--- src/rtl/dds_phase_gen.sv ---
// dds_phase_gen: DDS phase accumulator, quarter-wave table addressing and full-period sample rebuild.
// Optional macro DDS_SYNC_WRAP_EN: apply a loaded config only at accumulator wrap (or while en=0).
`timescale 1ns/1ps
module dds_phase_gen #(
  parameter int ACC_W = 32
) (
  input  logic             clk,
  input  logic             rst,
  input  logic             en,
  input  logic [ACC_W-1:0] freq_word,
  input  logic [7:0]       phase_off,
  input  logic             cfg_load,
  output logic             cfg_pending,
  output logic [5:0]       tbl_addr,
  input  logic [8:0]       tbl_data,
  output logic [9:0]       wave_out,
  output logic             out_valid,
  output logic             wrap
);

  logic [ACC_W-1:0] acc;
  logic [ACC_W-1:0] fw_sh;
  logic [ACC_W-1:0] fw_act;
  logic [7:0]       po_sh;
  logic [7:0]       po_act;
  logic [ACC_W-1:0] acc_sum;
  logic             acc_carry;
  logic             apply;
  logic [7:0]       idx;
  logic [1:0]       quad;
  logic             en_d;

  assign {acc_carry, acc_sum} = {1'b0, acc} + {1'b0, fw_act};
  assign idx = acc[ACC_W-1 -: 8] + po_act;

`ifdef DDS_SYNC_WRAP_EN
  // Phase-continuous: switch at the carry edge, or whenever stalled so a config is never stranded.
  assign apply = cfg_pending && (!en || acc_carry);
`else
  assign apply = cfg_pending;
`endif

  always_ff @(posedge clk or posedge rst) begin
    if (rst) begin
      fw_sh       <= '0;
      po_sh       <= '0;
      fw_act      <= '0;
      po_act      <= '0;
      cfg_pending <= 1'b0;
    end else begin
      if (cfg_load) begin
        fw_sh <= freq_word;
        po_sh <= phase_off;
      end
      if (apply) begin
        fw_act <= fw_sh;
        po_act <= po_sh;
      end
      // A load coinciding with an apply keeps the new shadow value pending.
      if (cfg_load)
        cfg_pending <= 1'b1;
      else if (apply)
        cfg_pending <= 1'b0;
    end
  end

  always_ff @(posedge clk or posedge rst) begin
    if (rst) begin
      acc  <= '0;
      wrap <= 1'b0;
    end else begin
      if (en)
        acc <= acc_sum;
      wrap <= en && acc_carry;
    end
  end

  // Quadrants 1 and 3 read the quarter table backwards; quadrants 2 and 3 are negated below.
  always_ff @(posedge clk or posedge rst) begin
    if (rst) begin
      quad      <= 2'd0;
      tbl_addr  <= 6'd0;
      wave_out  <= 10'd512;
      en_d      <= 1'b0;
      out_valid <= 1'b0;
    end else begin
      quad      <= idx[7:6];
      tbl_addr  <= idx[6] ? ~idx[5:0] : idx[5:0];
      wave_out  <= quad[1] ? (10'd512 - {1'b0, tbl_data}) : (10'd512 + {1'b0, tbl_data});
      en_d      <= en;
      out_valid <= en_d;
    end
  end

endmodule

--- config.mk ---
export PLATFORM = sky130hd
export DESIGN_NAME = dds_phase_gen
export DESIGN_NICKNAME = d
export VERILOG_FILES = /design/src/rtl/dds_phase_gen.sv
export SDC_FILE = /design/constraint.sdc
export NUM_CORES = 1
export LEC_CHECK = 0
export ABC_AREA = 1
export CORE_UTILIZATION = 52
export DETAILED_ROUTE_END_ITERATION = 10
export HOLD_SLACK_MARGIN = 0.08
export PLACE_DENSITY = 0.76
export SYNTH_ARGS = -nofsm -noshare
export SYNTH_HDL_FRONTEND = slang
export SYNTH_SLANG_ARGS = --single-unit
--- constraint.sdc ---
create_clock -name clk -period 4.01 [get_ports clk]
set_input_delay 0.401 -clock clk [delete_from_list [all_inputs] [get_ports clk]]
set_output_delay 0.401 -clock clk [all_outputs]
set_load 0.01 [all_outputs]
==> results.py <==
metrics = {
    "outcome": {
        "status": "finished clean",
    },
    "power": {
        "switchingPower_w": 0.002804,
        "total_power_w": 0.006840,
        "p_clk_frac": 0.246,
        "swShare": 0.4099,
        "p_leak_nw": 4.828,
        "power_frac_comb": 0.475,
        "p_int_w": 0.004036,
        "peakVddDrop_v": 0.0004187,
        "powerDensity_nw_per_um2": 750.5,
        "p_seq_frac": 0.279,
    },
    "timing": {
        "finalHoldViolCount": 0,
        "tns_ns": 0,
        "fin_skew_ns": 0.01185,
        "finalCritPeriodShare": 0.5172,
        "setup_viol": 0,
        "slew_viol_final": 0,
        "fmax_mhz": 482.2,
        "worst_pin_slew_ns": 1.091,
        "fin_crit_ns": 2.074,
        "rsz0062_at_grt": "false",
        "maxSlewHeadroom": 0.2724,
    },
    "synth": {
        "ys_warn_count": 0,
        "netlist_area_sq_um": 7586,
        "netlist_instances": 1033,
        "ys_types": 36,
        "synth_nets": 1128,
        "avgSynthCellArea_sq_um": 7.344,
        "synth_top_flop_cell": "dfrtp_1",
        "async_flop_share": 1.000,
        "yosysSeqAreaShare": 0.4389,
        "synth_edf_count": 0,
        "ys_ff_latch": 133,
    },
    "place": {
        "place_hpwl_um": 12510,
        "dp_cells": 1265,
        "port_buffers": 71,
        "gp_congestion": 0.9267,
    },
    "clocking": {
        "cts_hold_buf": 0,
        "clockBufferDepth": 2,
        "worstSkewPairLatency_ns": 0.43,
        "clk_pin_slew_ns": 0.06,
        "htree_levels": 4,
        "post_cts_resize_count": 0,
        "postCtsSetupBuffers": 0,
        "cts_tree": "done",
        "clock_sinks": 133,
        "cts_inserted_buffers": 17,
        "cts_root_buf": "clkbuf_16",
    },
    "layout": {
        "final_common_cell": "nand2_1",
        "layoutNonFillerInstCount": 1297,
        "fin_nets": 1199,
        "num_antenna_cells": 0,
        "drive_gt1_frac": 0.04924,
        "final_cell_mix": "nand2_1 (342), inv_1 (168), dfrtp_1 (131), nor2_1 (87), clkdlybuf4s50_1 (70)",
        "utilization": 0.6490,
        "syn_to_final_growth_pct": 20.14,
    },
    "drt": {
        "wl_per_cell_um": 13.12,
        "wl_um": 17010,
        "first_pass_iters": 5,
        "drtIter0Drc": 467,
        "drc_errors": 0,
        "vias": 6473,
        "ant_nets": 0,
        "vias_per_cell": 4.991,
    },
    "floorplan": {
        "start_util": 0.5402,
        "die_h_um": 122.8,
        "dieArea_sq_um": 15070,
        "core-area_sq_um": 14040,
        "die_x_um": 122.8,
        "io_pins": 72,
        "rows": 43,
    },
    "global_route": {
        "grt_pass1_wl_um": 29150,
        "antenna_found_initial": 0,
        "overflow": 0,
        "grt_max_degree": 82,
        "grt_pass1_vias": 6081,
        "track_usage": 0.2534,
    },
    "flow_run": {
        "cap_violations": 0,
    },
    "setup_path": {
        "arrival_ns": 2.44,
        "worstPathMaxFanout": 4,
        "start_kind": "flop",
        "worstSetupPathType": "reg -> reg",
        "crit_path_end_kind": "flop",
        "critPathRequiredTime_ns": 4.37,
    },
    "hold_path": {
        "hp-class": "reg -> reg",
    },
}
power groups by stage:
stage | clock, W | combinational [W] | sequential (W)
2_1_floorplan | 0 | 0.00238 | 0.00190
3_3_place_gp | 0 | 0.00314 | 0.00192
3_5_place_dp | 0 | 0.00321 | 0.00192
4_1_cts | 0.00170 | 0.00323 | 0.00191
5_1_grt | 0.00176 | 0.00370 | 0.00195
6_report | 0.00168 | 0.00325 | 0.00191
metal layers:
metal,vias up,track usage,share of wire
li1,3353,-,-
met1,2913,0.3646,0.49
met2,185,0.3813,0.44
met3,22,0.04368,0.058
met4,0,0.09451,0.017
met5,-,0,0
worst max-delay path: stages, from the launching register on:
cell and delay [ns]:
dfrtp_1 0.38, ha_1 0.24, fa_1 0.46, nand3_1 0.12, nand3_1 0.15, a21oi_1 0.29
nor2_1 0.07, o21ai_0 0.16, nand3_1 0.09, nand2_1 0.06
cells by family (layout without fill, tap and decap cells):
family | count (synthesis) | in the layout | share of synthesized area
AO/OA/AOI/OAI | 134 | 134 | 0.09401
adder cells (fa/ha/maj) | 42 | 42 | 0.07125
XOR/XNOR | 27 | 27 | 0.03315
buffers and inverters | 195 | 279 | 0.09797
flip-flops | 133 | 133 | 0.4389
AND/OR/NAND/NOR | 502 | 502 | 0.2647
synthesized netlist by cell type (2+ instances only):
master,count,area [sq um]
clkbuf_1,22,82.58
nand2_2,4,25.02
xor2_1,7,61.31
inv_1,169,634.4
o21bai_1,2,15.01
o211ai_1,3,22.52
nand2_1,342,1284
o21ai_0,55,275.3
nand4_1,5,31.28
o21ai_1,2,10.01
dfrtp_1,132,3303
buf_2,3,15.01
or2_2,2,12.51
nor3_1,5,25.02
o31ai_1,2,15.01
nand3_1,49,245.2
nand3b_1,3,22.52
a21oi_1,65,325.3
fa_1,2,40.04
ha_1,40,500.5
nor2_1,87,326.6
xnor2_1,18,157.7
area by class of cell:
| type | count | area, sq um |
|---|---|---|
| Timing Repair Buffer | 78 | 770.7 |
| Inverter | 169 | 636.9 |
| Fill cell | 1216 | 4928 |
| Clock buffer | 19 | 442.9 |
| Multi-Input combinational cell | 705 | 3513 |
| Clock inverter | 13 | 193.9 |
| Sequential cell | 133 | 3331 |
| Tap cell | 180 | 225.2 |
per-stage QoR:
step | hold WS, ns | instance area [sq um] | setup WS [ns]
finish | 0.3498 | 9114 | 1.936
global route | 0.3700 | 9114 | 1.717
CTS | 0.3496 | 9114 | 1.936
detailed placement | 0.3371 | 8477 | 1.952
global placement | 0.3326 | 8477 | 2.037
floorplan | 0.3312 | 7586 | 0.05625
registers in the layout, summed over array words and instances (netlist names), 6 cells and up:
name,cells
acc,32
fw_act,32
fw_sh,32
po_act,8
po_sh,8
tbl_addr,6
wave_out,10
final timing paths:
check	startpoint	end	slack [ns]	cells past startpoint
worst min register to register	en_d	out_valid	0.35	0
max in group asynchronous	rst	acc[4]	2.74	3
min in group asynchronous	rst	wave_out[0]	0.48	2
worst min-delay path	en_d	out_valid	0.35	0
worst max register to register	acc[0]	acc[16]	1.94	9
worst max-delay path	acc[0]	acc[16]	1.94	9
Note: power is estimated with default switching activity, not from simulation.
